File: src/rtl/mem_bus_arbiter_pkg.sv
// -----------------------------------------------------------------------------
// mem_bus_arbiter_pkg
// Shared definitions for the memory bus arbiter: FSM state encodings, the
// all-bytes select pattern used for instruction fetches, the grant watchdog
// limit and the word returned to a requester when a grant times out.
// -----------------------------------------------------------------------------
package mem_bus_arbiter_pkg;

  typedef enum logic [1:0] {
    ARB_IDLE  = 2'd0,
    ARB_GNT_D = 2'd1,
    ARB_GNT_I = 2'd2,
    ARB_DONE  = 2'd3
  } arb_state_t;

  localparam logic [3:0]  WB_SELECT_ALL     = 4'b1111;
  localparam logic [7:0]  ARB_TIMEOUT_LIMIT = 8'd255;
  localparam logic [31:0] ARB_ERR_WORD      = 32'hDEAD_BEEF;

  // Width of a counter able to hold 0..max (at least one bit).
  function automatic int burst_cnt_width(input int max);
    return (max < 1) ? 1 : $clog2(max + 1);
  endfunction

endpackage

File: src/rtl/mem_bus_arbiter_priority_pick.sv
// -----------------------------------------------------------------------------
// arb_priority_pick
// Combinational requester selection. D wins whenever it requests, unless I is
// also waiting and D has already used up its burst allowance.
//
// Ports:
//   d_req     in   data-path request
//   i_req     in   fetch-path request
//   burst_cnt in   consecutive D grants taken while I was waiting
//   pick_d    out  grant D next
//   pick_i    out  grant I next
// -----------------------------------------------------------------------------
module arb_priority_pick #(
  parameter int CNT_W       = 2,
  parameter int D_BURST_MAX = 2
) (
  input  logic             d_req,
  input  logic             i_req,
  input  logic [CNT_W-1:0] burst_cnt,
  output logic             pick_d,
  output logic             pick_i
);

  logic w_force_i;

  assign w_force_i = (burst_cnt == CNT_W'(D_BURST_MAX));
  assign pick_d    = d_req & ~(i_req & w_force_i);
  assign pick_i    = i_req & ~pick_d;

endmodule

File: src/rtl/mem_bus_arbiter.sv
// -----------------------------------------------------------------------------
// mem_bus_arbiter
// Shares one external bus port between the data path (D) and the instruction
// fetch path (I). One transaction at a time, req/ack handshake on both sides,
// D prioritised with a burst limit so a waiting fetch always gets through.
// Also produces the pipeline stall requests.
//
// Optional build macro MEM_BUS_ARBITER_TIMEOUT_EN adds an 8-bit grant
// watchdog and the bus_err output; without it a grant waits forever.
//
// Ports:
//   clk, rst                     clock / async active-low reset
//   d_req/d_we/d_addr/d_wdata/d_sel   data request side
//   d_rdata/d_ack                data response (d_ack one-cycle pulse)
//   i_req/i_addr                 fetch request side
//   i_rdata/i_ack                fetch response (i_ack one-cycle pulse)
//   s_cyc/s_we/s_addr/s_wdata/s_sel   registered bus master outputs
//   s_rdata/s_ack                bus slave response
//   bus_err                      (macro only) pulse with the timed-out ack
//   stall_req_if/stall_req_mem   pipeline stall requests
//
// state     | meaning
// ----------+-------------------------------------------------
// ARB_IDLE  | no grant, arbitrate between pending requesters
// ARB_GNT_D | bus cycle running for the data path
// ARB_GNT_I | bus cycle running for the fetch path
// ARB_DONE  | ack pulse visible, requester drops its req
// -----------------------------------------------------------------------------
module mem_bus_arbiter
  import mem_bus_arbiter_pkg::*;
#(
  parameter int ADDR_W      = 32,
  parameter int DATA_W      = 32,
  parameter int D_BURST_MAX = 2
) (
  input  logic              clk,
  input  logic              rst,
  input  logic              d_req,
  input  logic              d_we,
  input  logic [ADDR_W-1:0] d_addr,
  input  logic [DATA_W-1:0] d_wdata,
  input  logic [3:0]        d_sel,
  output logic [DATA_W-1:0] d_rdata,
  output logic              d_ack,
  input  logic              i_req,
  input  logic [ADDR_W-1:0] i_addr,
  output logic [DATA_W-1:0] i_rdata,
  output logic              i_ack,
  output logic              s_cyc,
  output logic              s_we,
  output logic [ADDR_W-1:0] s_addr,
  output logic [DATA_W-1:0] s_wdata,
  output logic [3:0]        s_sel,
  input  logic [DATA_W-1:0] s_rdata,
  input  logic              s_ack,
`ifdef MEM_BUS_ARBITER_TIMEOUT_EN
  output logic              bus_err,
`endif
  output logic              stall_req_if,
  output logic              stall_req_mem
);

  localparam int CNT_W = burst_cnt_width(D_BURST_MAX);

  arb_state_t        r_state;
  arb_state_t        w_state_nxt;
  logic              w_pick_d;
  logic              w_pick_i;
  logic              w_grant_d;
  logic              w_grant_i;
  logic              w_done;
  logic              w_done_d;
  logic              w_done_i;
  logic [DATA_W-1:0] w_rdata_ret;

  logic              r_s_cyc;
  logic              r_s_we;
  logic [ADDR_W-1:0] r_s_addr;
  logic [DATA_W-1:0] r_s_wdata;
  logic [3:0]        r_s_sel;
  logic              r_d_ack;
  logic              r_i_ack;
  logic [DATA_W-1:0] r_d_rdata;
  logic [DATA_W-1:0] r_i_rdata;
  logic [CNT_W-1:0]  r_burst_cnt;

`ifdef MEM_BUS_ARBITER_TIMEOUT_EN
  logic [7:0]        r_wdog;
  logic              r_bus_err;
  logic              w_wdog_expired;
  logic              w_timeout;

  // r_wdog is 0 in the first grant cycle, so the limit-1 compare fires in
  // the limit'th cycle without an ack.
  assign w_wdog_expired = (r_wdog == (ARB_TIMEOUT_LIMIT - 8'd1));
`endif

  arb_priority_pick #(
    .CNT_W       (CNT_W),
    .D_BURST_MAX (D_BURST_MAX)
  ) u_pick (
    .d_req     (d_req),
    .i_req     (i_req),
    .burst_cnt (r_burst_cnt),
    .pick_d    (w_pick_d),
    .pick_i    (w_pick_i)
  );

  always_ff @(posedge clk or negedge rst) begin
    if (!rst) r_state <= ARB_IDLE;
    else      r_state <= w_state_nxt;
  end

  always_comb begin
    w_state_nxt = r_state;
    w_grant_d   = 1'b0;
    w_grant_i   = 1'b0;
    w_done      = 1'b0;
`ifdef MEM_BUS_ARBITER_TIMEOUT_EN
    w_timeout   = 1'b0;
`endif
    case (r_state)
      ARB_IDLE: begin
        if (w_pick_d) begin
          w_state_nxt = ARB_GNT_D;
          w_grant_d   = 1'b1;
        end else if (w_pick_i) begin
          w_state_nxt = ARB_GNT_I;
          w_grant_i   = 1'b1;
        end
      end
      ARB_GNT_D, ARB_GNT_I: begin
        if (s_ack) begin
          w_state_nxt = ARB_DONE;
          w_done      = 1'b1;
        end
`ifdef MEM_BUS_ARBITER_TIMEOUT_EN
        else if (w_wdog_expired) begin
          w_state_nxt = ARB_DONE;
          w_done      = 1'b1;
          w_timeout   = 1'b1;
        end
`endif
      end
      ARB_DONE: w_state_nxt = ARB_IDLE;
      default:  w_state_nxt = ARB_IDLE;
    endcase
  end

  assign w_done_d = w_done & (r_state == ARB_GNT_D);
  assign w_done_i = w_done & (r_state == ARB_GNT_I);

`ifdef MEM_BUS_ARBITER_TIMEOUT_EN
  assign w_rdata_ret = w_timeout ? DATA_W'(ARB_ERR_WORD) : s_rdata;
`else
  assign w_rdata_ret = s_rdata;
`endif

  // Bus outputs are captured once at grant and only s_cyc changes afterwards.
  always_ff @(posedge clk or negedge rst) begin
    if (!rst) begin
      r_s_cyc   <= 1'b0;
      r_s_we    <= 1'b0;
      r_s_addr  <= '0;
      r_s_wdata <= '0;
      r_s_sel   <= '0;
      r_d_ack   <= 1'b0;
      r_i_ack   <= 1'b0;
      r_d_rdata <= '0;
      r_i_rdata <= '0;
    end else begin
      r_d_ack <= w_done_d;
      r_i_ack <= w_done_i;
      if (w_done_d) r_d_rdata <= w_rdata_ret;
      if (w_done_i) r_i_rdata <= w_rdata_ret;
      if (w_grant_d) begin
        r_s_cyc   <= 1'b1;
        r_s_we    <= d_we;
        r_s_addr  <= d_addr;
        r_s_wdata <= d_wdata;
        r_s_sel   <= d_sel;
      end else if (w_grant_i) begin
        r_s_cyc   <= 1'b1;
        r_s_we    <= 1'b0;
        r_s_addr  <= i_addr;
        r_s_wdata <= '0;
        r_s_sel   <= WB_SELECT_ALL;
      end else if (w_done) begin
        r_s_cyc   <= 1'b0;
      end
    end
  end

  // Counts D completions taken while I was waiting; once at the limit the
  // pick block forces the next grant to I.
  always_ff @(posedge clk or negedge rst) begin
    if (!rst) begin
      r_burst_cnt <= '0;
    end else if (w_done_i) begin
      r_burst_cnt <= '0;
    end else if (w_done_d && i_req) begin
      if (r_burst_cnt < CNT_W'(D_BURST_MAX)) r_burst_cnt <= r_burst_cnt + CNT_W'(1);
    end else if ((r_state == ARB_IDLE) && !i_req) begin
      r_burst_cnt <= '0;
    end
  end

`ifdef MEM_BUS_ARBITER_TIMEOUT_EN
  always_ff @(posedge clk or negedge rst) begin
    if (!rst) begin
      r_wdog    <= '0;
      r_bus_err <= 1'b0;
    end else begin
      r_bus_err <= w_timeout;
      if (w_grant_d || w_grant_i) r_wdog <= '0;
      else if ((r_state == ARB_GNT_D) || (r_state == ARB_GNT_I)) r_wdog <= r_wdog + 8'd1;
    end
  end

  assign bus_err = r_bus_err;
`endif

  assign s_cyc   = r_s_cyc;
  assign s_we    = r_s_we;
  assign s_addr  = r_s_addr;
  assign s_wdata = r_s_wdata;
  assign s_sel   = r_s_sel;
  assign d_ack   = r_d_ack;
  assign i_ack   = r_i_ack;
  assign d_rdata = r_d_rdata;
  assign i_rdata = r_i_rdata;

  assign stall_req_mem = d_req & ~r_d_ack;
  assign stall_req_if  = i_req & ~r_i_ack;

endmodule

File: config.mk
export PLATFORM = sky130hd
export DESIGN_NAME = mem_bus_arbiter
export DESIGN_NICKNAME = d
export VERILOG_FILES = /design/src/rtl/mem_bus_arbiter_pkg.sv /design/src/rtl/mem_bus_arbiter_priority_pick.sv /design/src/rtl/mem_bus_arbiter.sv
export SDC_FILE = /design/constraint.sdc
export NUM_CORES = 1
export LEC_CHECK = 0
export ABC_CLOCK_PERIOD_IN_PS = 4300
export CAP_MARGIN = 20
export CELL_PAD_IN_SITES_DETAIL_PLACEMENT = 1
export CELL_PAD_IN_SITES_GLOBAL_PLACEMENT = 2
export CORE_ASPECT_RATIO = 0.7
export CORE_MARGIN = 2
export CORE_UTILIZATION = 26
export DETAILED_ROUTE_END_ITERATION = 12
export PLACE_DENSITY = 0.95
export SLEW_MARGIN = 5
export SYNTH_ARGS = -nofsm -noshare
export SYNTH_HDL_FRONTEND = slang
export SYNTH_HIERARCHICAL = 1
export SYNTH_SLANG_ARGS = --single-unit
File: constraint.sdc
create_clock -name clk -period 4.3 [get_ports clk]
set_input_delay 0.86 -clock clk [delete_from_list [all_inputs] [get_ports clk]]
set_output_delay 0.86 -clock clk [all_outputs]
set_load 0.01 [all_outputs]
==> impl_metrics.py, run 1 <==
metrics = {
    "run_status": {
        "status": "finished clean",
    },
    "setup_path": {
        "path_buf_inv": 2,
        "worstPathRequired_ns": 3.44,
        "worstSetupEndpointType": "primary output",
        "critPathMaxFanout": 6,
        "r2r-start": "r_state[0]",
        "crit_chain": "clkdlybuf4s50_1 -> nor2b_1 -> clkdlybuf4s50_1",
        "crit_family": "buffers and inverters",
        "path_depth": 3,
        "cpMostUsedCell": "clkdlybuf4s50_1",
        "slowest_stage": "clkdlybuf4s50_1",
        "cp.arrival_ns": 2.18,
        "rrSetupSlack_ns": 1.64,
        "rr_endpoint": "s_wdata[2]",
        "worstSetupEndpoint": "stall_req_if",
        "critPathLaunch": "i_req",
        "worstSetupPathType": "input pin to primary output",
        "slowest_delay_ns": 0.60,
        "cp-start-kind": "input pin",
        "rr_worst_depth": 6,
    },
    "floorplan": {
        "pin_count": 276,
        "initial_core_util": 0.2682,
        "die_area_sq_mm": 0.02285,
        "fp.dieW_um": 179.8,
        "core_area_sq_mm": 0.02098,
        "num_rows": 44,
        "die_h_um": 127.1,
    },
    "cts": {
        "h-tree-depth": 4,
        "clk_pin_slew_ns": 0.06,
        "insertion_delay_ns": 0.42,
        "cts.sinks": 140,
        "clockBufferDepth": 2,
        "cts_made_buffers": 17,
        "cts_tree": "built",
        "cts_hold_buffers": 0,
        "clockRootBuffer": "clkbuf_16",
        "post-cts-setup-buffers": 0,
        "cts-resized-gates": 0,
    },
    "drt": {
        "wl_per_cell_um": 18.89,
        "initialDrtViolationCount": 171,
        "vias": 4995,
        "antenna_left": 0,
        "drt_first_pass_iters": 4,
        "drt_wl_total_um": 19720,
        "remaining_drc_errors": 0,
        "vias_per_cell": 4.784,
    },
    "power_and_ir_drop": {
        "power.clock.fraction": 0.212,
        "ir_worst_vdd_mv": 0.2757,
        "p_sw_uw": 2331,
        "swShare": 0.3356,
        "pwr-share-seq": 0.338,
        "leakage_uw": 0.003894,
        "power.internal_uw": 4614,
        "combPwrFrac": 0.450,
        "power_density_mw_per_mm2": 755.2,
    },
    "grt": {
        "grt_pass1_vias": 5312,
        "antenna_found_initial": 0,
        "overflow": 0,
        "grt_max_degree": 81,
        "track_usage": 0.1735,
        "grt_pass1_wl_um": 30880,
    },
    "sta": {
        "setup_viol_count_final": 0,
        "period_share": 0.7069,
        "period_needed_ns": 3.040,
        "rsz0062_at_grt": "no",
        "tightest_slew_ns": 0.8395,
        "hold_viol": 0,
        "slew_viol_final": 0,
        "fin_worst_skew_ns": 0.004578,
        "setup_tns_ns": 0,
        "maxSlewHeadroom": 0.4383,
        "fmaxAchievable_ghz": 0.3290,
    },
    "final_layout": {
        "n_antenna_cell": 0,
        "final_cell_mix": "clkdlybuf4s50_1, dfrtp_1, nand2_1",
        "fillers": 2307,
        "drive_gt1_frac": 0.09896,
        "final_core_util": 0.4384,
        "layout_commonest_cell": "clkdlybuf4s50_1",
        "nets": 898,
        "area_growth_pct": 63.48,
    },
    "logic_synthesis": {
        "ys_seq_area_frac": 0.6228,
        "yosys_warnings": 6,
        "netlist_instances": 489,
        "synth.distinct_cells": 26,
        "avgSynthCellArea_sq_um": 11.50,
        "syn_area_sq_mm": 0.005625,
        "synth_nets": 631,
        "ys_ff_latch": 140,
    },
    "placement": {
        "port_buffers": 275,
        "gp_congestion": 0.7411,
        "dp_hpwl_um": 13930,
    },
    "job": {
        "max_cap_viol_count": 0,
    },
    "min_path": {
        "min_path_type": "input pin to async pin",
    },
}
[per-stage QoR]
stage / hold slack [ns] / setup WS [ns] / area (sq um) / total power [uW] / std cells
final: 0.4611 / 1.260 / 9196 / 6945 / 1044
after global routing: 0.4922 / 1.118 / 9196 / 7376 / 1044
after CTS: 0.4756 / 1.265 / 9196 / 7043 / 1044
after detailed placement: 0.4612 / 0.8932 / 8620 / 5513 / 1013
after global placement: 0.4574 / 0.9802 / 8620 / 5403 / 1013
after floorplan: 0.5069 / 2.335 / 5625 / 3723 / 489
[cell usage after synthesis]
library cell	count	area (sq um)
o21ai_2	1	8.760
nand3_2	1	10.01
inv_2	2	7.510
o22a_1	4	35.03
dfrtp_1	140	3503
nand2_1	102	382.9
nor2b_1	3	18.77
nand3b_1	11	82.58
nor4_2	1	12.51
buf_2	22	110.1
nand2b_1	1	6.260
o21a_1	1	7.510
buf_4	4	30.03
inv_1	7	26.28
nand2_2	1	6.260
a22o_1	33	289.0
mux2_2	34	382.9
o22ai_1	53	331.6
ha_1	4	50.05
nor3_1	2	10.01
nor2_4	1	11.26
o21ai_0	13	65.06
nor2b_4	1	13.76
clkbuf_1	7	26.28
a21oi_1	38	190.2
nor2_1	2	7.510
[layout make-up]
type | instances | area [sq um] | share of cell area
clock buffers | 24 | 461.7 | 0.05020
clock inverters | 7 | 115.1 | 0.01252
inverters | 9 | 33.78 | 0.003673
multi-input cells | 307 | 1926 | 0.2094
flip-flops and latches | 140 | 3503 | 0.3810
well taps | 276 | 345.3 | 0.03755
repair buffers | 281 | 2811 | 0.3057
[per-layer routing]
layer	wire (um)	global-route usage	up-vias
met5	0	0	-
met4	249	0.05117	0
met3	1387	0.05958	16
met2	8850	0.2671	195
met1	9234	0.2320	2504
li1	-	-	2280
[state kept, by name, indices dropped and copies added, names as in the netlist]
name,cells
i_ack,1
s_wdata,32
s_addr,32
s_cyc,1
s_we,1
i_rdata,32
r_state,2
d_ack,1
s_sel,4
r_burst_cnt,2
d_rdata,32
[power by group through the flow]
stage / combinational (uW) / clock, uW / sequential [uW]
CTS: 3170 / 1520 / 2350
global placement: 3080 / 0 / 2320
global route: 3370 / 1570 / 2430
floorplan: 1140 / 0 / 2590
detailed placement: 3150 / 0 / 2360
finish: 3130 / 1470 / 2340
[cells by family (layout without fill, tap and decap cells)]
| logic type | Yosys count | in the layout | synth area share |
|---|---|---|---|
| muxes | 34 | 34 | 0.06806 |
| AOI/OAI and AO/OA | 143 | 143 | 0.1648 |
| buffers and inverters | 42 | 321 | 0.03559 |
| adders and majority gates | 4 | 4 | 0.008897 |
| and+or+nand+nor | 126 | 126 | 0.09987 |
| DFF | 140 | 140 | 0.6228 |
[worst min path at each step]
stage | from | to | slack, ns | cells after the start
2_1_floorplan | s_cyc | s_cyc | 0.51 | 2
3_3_place_gp | d_rdata[23] | d_rdata[23] | 0.46 | 2
3_5_place_dp | d_rdata[16] | d_rdata[16] | 0.46 | 2
4_1_cts | d_rdata[16] | d_rdata[16] | 0.48 | 2
5_1_grt | d_rdata[1] | d_rdata[1] | 0.49 | 2
6_report | rst | d_rdata[4] | 0.46 | 1
Note: power is estimated with default switching activity, not from simulation.
==> run 2: changes to the inputs <==
ABC_CLOCK_PERIOD_IN_PS = 2800   (was 4300)
CORE_UTILIZATION = 24   (was 26)
PLACE_DENSITY = 0.89   (was 0.95)
clock period = 2.8 ns   (was 4.3 ns; I/O delays follow)
==> impl_metrics.py, run 2 (synthesis results as in run 1) <==
metrics = {
    "run_status": {
        "status": "finished clean",
    },
    "final_layout": {
        "drive_gt1_frac": 0.1158,
        "area_growth_pct": 66.88,
        "layout_commonest_cell": "clkdlybuf4s50_1",
        "final_cell_mix": "clkdlybuf4s50_1, dfrtp_1, nand2_1",
        "n_antenna_cell": 0,
        "register_area_sq_mm": 0.003503,
        "multi_input_area_sq_mm": 0.001924,
        "fillers": 2519,
        "nets": 906,
    },
    "cts": {
        "cts_hold_buffers": 0,
        "cts_made_buffers": 17,
        "clk_pin_slew_ns": 0.06,
        "cts.sinks": 140,
        "clockBufferDepth": 2,
        "cts-resized-gates": 0,
        "post-cts-setup-buffers": 0,
        "clockRootBuffer": "clkbuf_16",
        "insertion_delay_ns": 0.43,
        "h-tree-depth": 4,
        "cts_tree": "built",
    },
    "sta": {
        "rsz0062_at_grt": "no",
        "period_share": 0.8662,
        "slew_viol_final": 0,
        "fin_worst_skew_ns": 0.009457,
        "setup_tns_ns": 0,
        "tightest_slew_ns": 0.5022,
        "fmaxAchievable_ghz": 0.4123,
        "setup_viol_count_final": 0,
        "hold_viol": 0,
        "maxSlewHeadroom": 0.6652,
        "period_needed_ns": 2.425,
        "setup_slack_ns": 0.3745,
    },
    "drt": {
        "drt_wl_total_um": 19540,
        "drt_first_pass_iters": 4,
        "remaining_drc_errors": 0,
        "initialDrtViolationCount": 164,
        "vias_per_cell": 4.598,
        "antenna_left": 0,
        "wl_per_cell_um": 17.94,
        "vias": 5007,
    },
    "setup_path": {
        "r2r-start": "r_state[0]",
        "worstSetupEndpoint": "stall_req_if",
        "critPathLaunch": "i_req",
        "cp.arrival_ns": 1.87,
        "cpMostUsedCell": "clkdlybuf4s50_1",
        "rrSetupSlack_ns": 0.89,
        "worstPathRequired_ns": 2.24,
        "rr_endpoint": "s_wdata[14]",
        "crit_chain": "clkdlybuf4s50_1 -> nor2b_1 -> clkdlybuf4s50_1",
        "worstSetupPathType": "input pin to primary output",
        "slowest_delay_ns": 0.58,
        "worstSetupEndpointType": "primary output",
        "cp-start-kind": "input pin",
        "rr_worst_depth": 6,
        "slowest_stage": "clkdlybuf4s50_1",
        "critPathMaxFanout": 6,
    },
    "floorplan": {
        "fp.dieW_um": 187.0,
        "die_h_um": 132.1,
        "pin_count": 276,
        "initial_core_util": 0.2462,
        "core_area_sq_mm": 0.02285,
        "die_area_sq_mm": 0.02470,
        "num_rows": 46,
    },
    "grt": {
        "grt_max_degree": 51,
        "grt_use_met3": 0.06947,
        "grt_pass1_vias": 5379,
        "grt_busiest_layer": "met2",
        "overflow": 0,
        "use_met2": 0.2458,
        "grt_pass1_wl_um": 30570,
        "globalRouteMet1Util": 0.2034,
        "antenna_found_initial": 1,
        "track_usage": 0.1604,
    },
    "job": {
        "max_cap_viol_count": 0,
    },
    "min_path": {
        "min_path_type": "input pin to async pin",
    },
    "power_and_ir_drop": {
        "leakage_uw": 0.003982,
        "ir_worst_vdd_mv": 0.4619,
        "power_density_mw_per_mm2": 1156,
        "power.total_uw": 10850,
    },
    "placement": {
        "dp_hpwl_um": 13800,
        "port_buffers": 275,
        "post-place-ws_ns": 0.3732,
        "gp_congestion": 0.7559,
    },
}
-- run 2: cell types whose count changed in the layout (fill, tap and decap cells not counted), sizes merged --
cell and delta:
buf +8, clkbuf -5, bufinv +1, inv +3
clkinv +3, clkinvlp -1
-- run 2: report_power, final --
group | total, uW | internal, uW | switching, uW
registers | 3570 | 2990 | 576
clock network | 2460 | 1540 | 914
logic | 4820 | 2710 | 2110
-- run 2: how the worst min path moves through the flow --
stage	startpoint	cells after the start	endpoint	slack [ns]
global route	rst	1	i_rdata[2]	0.08
global placement	d_rdata[23]	2	d_rdata[23]	0.46
detailed placement	d_rdata[26]	2	d_rdata[26]	0.46
floorplan	rst	0	d_ack	0.26
CTS	rst	1	i_rdata[4]	0.08
finish	rst	1	i_rdata[2]	0.08
-- run 2: through the flow --
stage	hold WS, ns	instance area (sq um)	instances	utilization
after global placement	0.4565	8748	1057	0.3829
after CTS	0.07605	9388	1089	0.4109
after floorplan	0.2644	5625	489	-
final	0.08282	9388	1089	0.4109
after detailed placement	0.4637	8748	1057	0.3829
after global routing	0.08177	9388	1089	0.4109
-- run 2: final cells by class --
class                           instances  area share
Sequential cell                       140      0.3732
Timing Repair Buffer                  289      0.3085
Multi-Input combinational cell        307      0.2050
Clock buffer                           19     0.04825
Tap cell                              312     0.04158
Clock inverter                         13     0.01986
Inverter                                9    0.003599
-- run 2: critical path, delay by kind of cell --
kind / cells / cell delay, ns
buffers and inverters: 2 / 1.13
AND/OR/NAND/NOR: 1 / 0.17
-- run 2: routing by layer --
layer  wire length (um)  vias up
met5                 11        -
met4                363        2
met3               1584       28
met2               8723      200
met1               8857     2475
li1                   -     2302
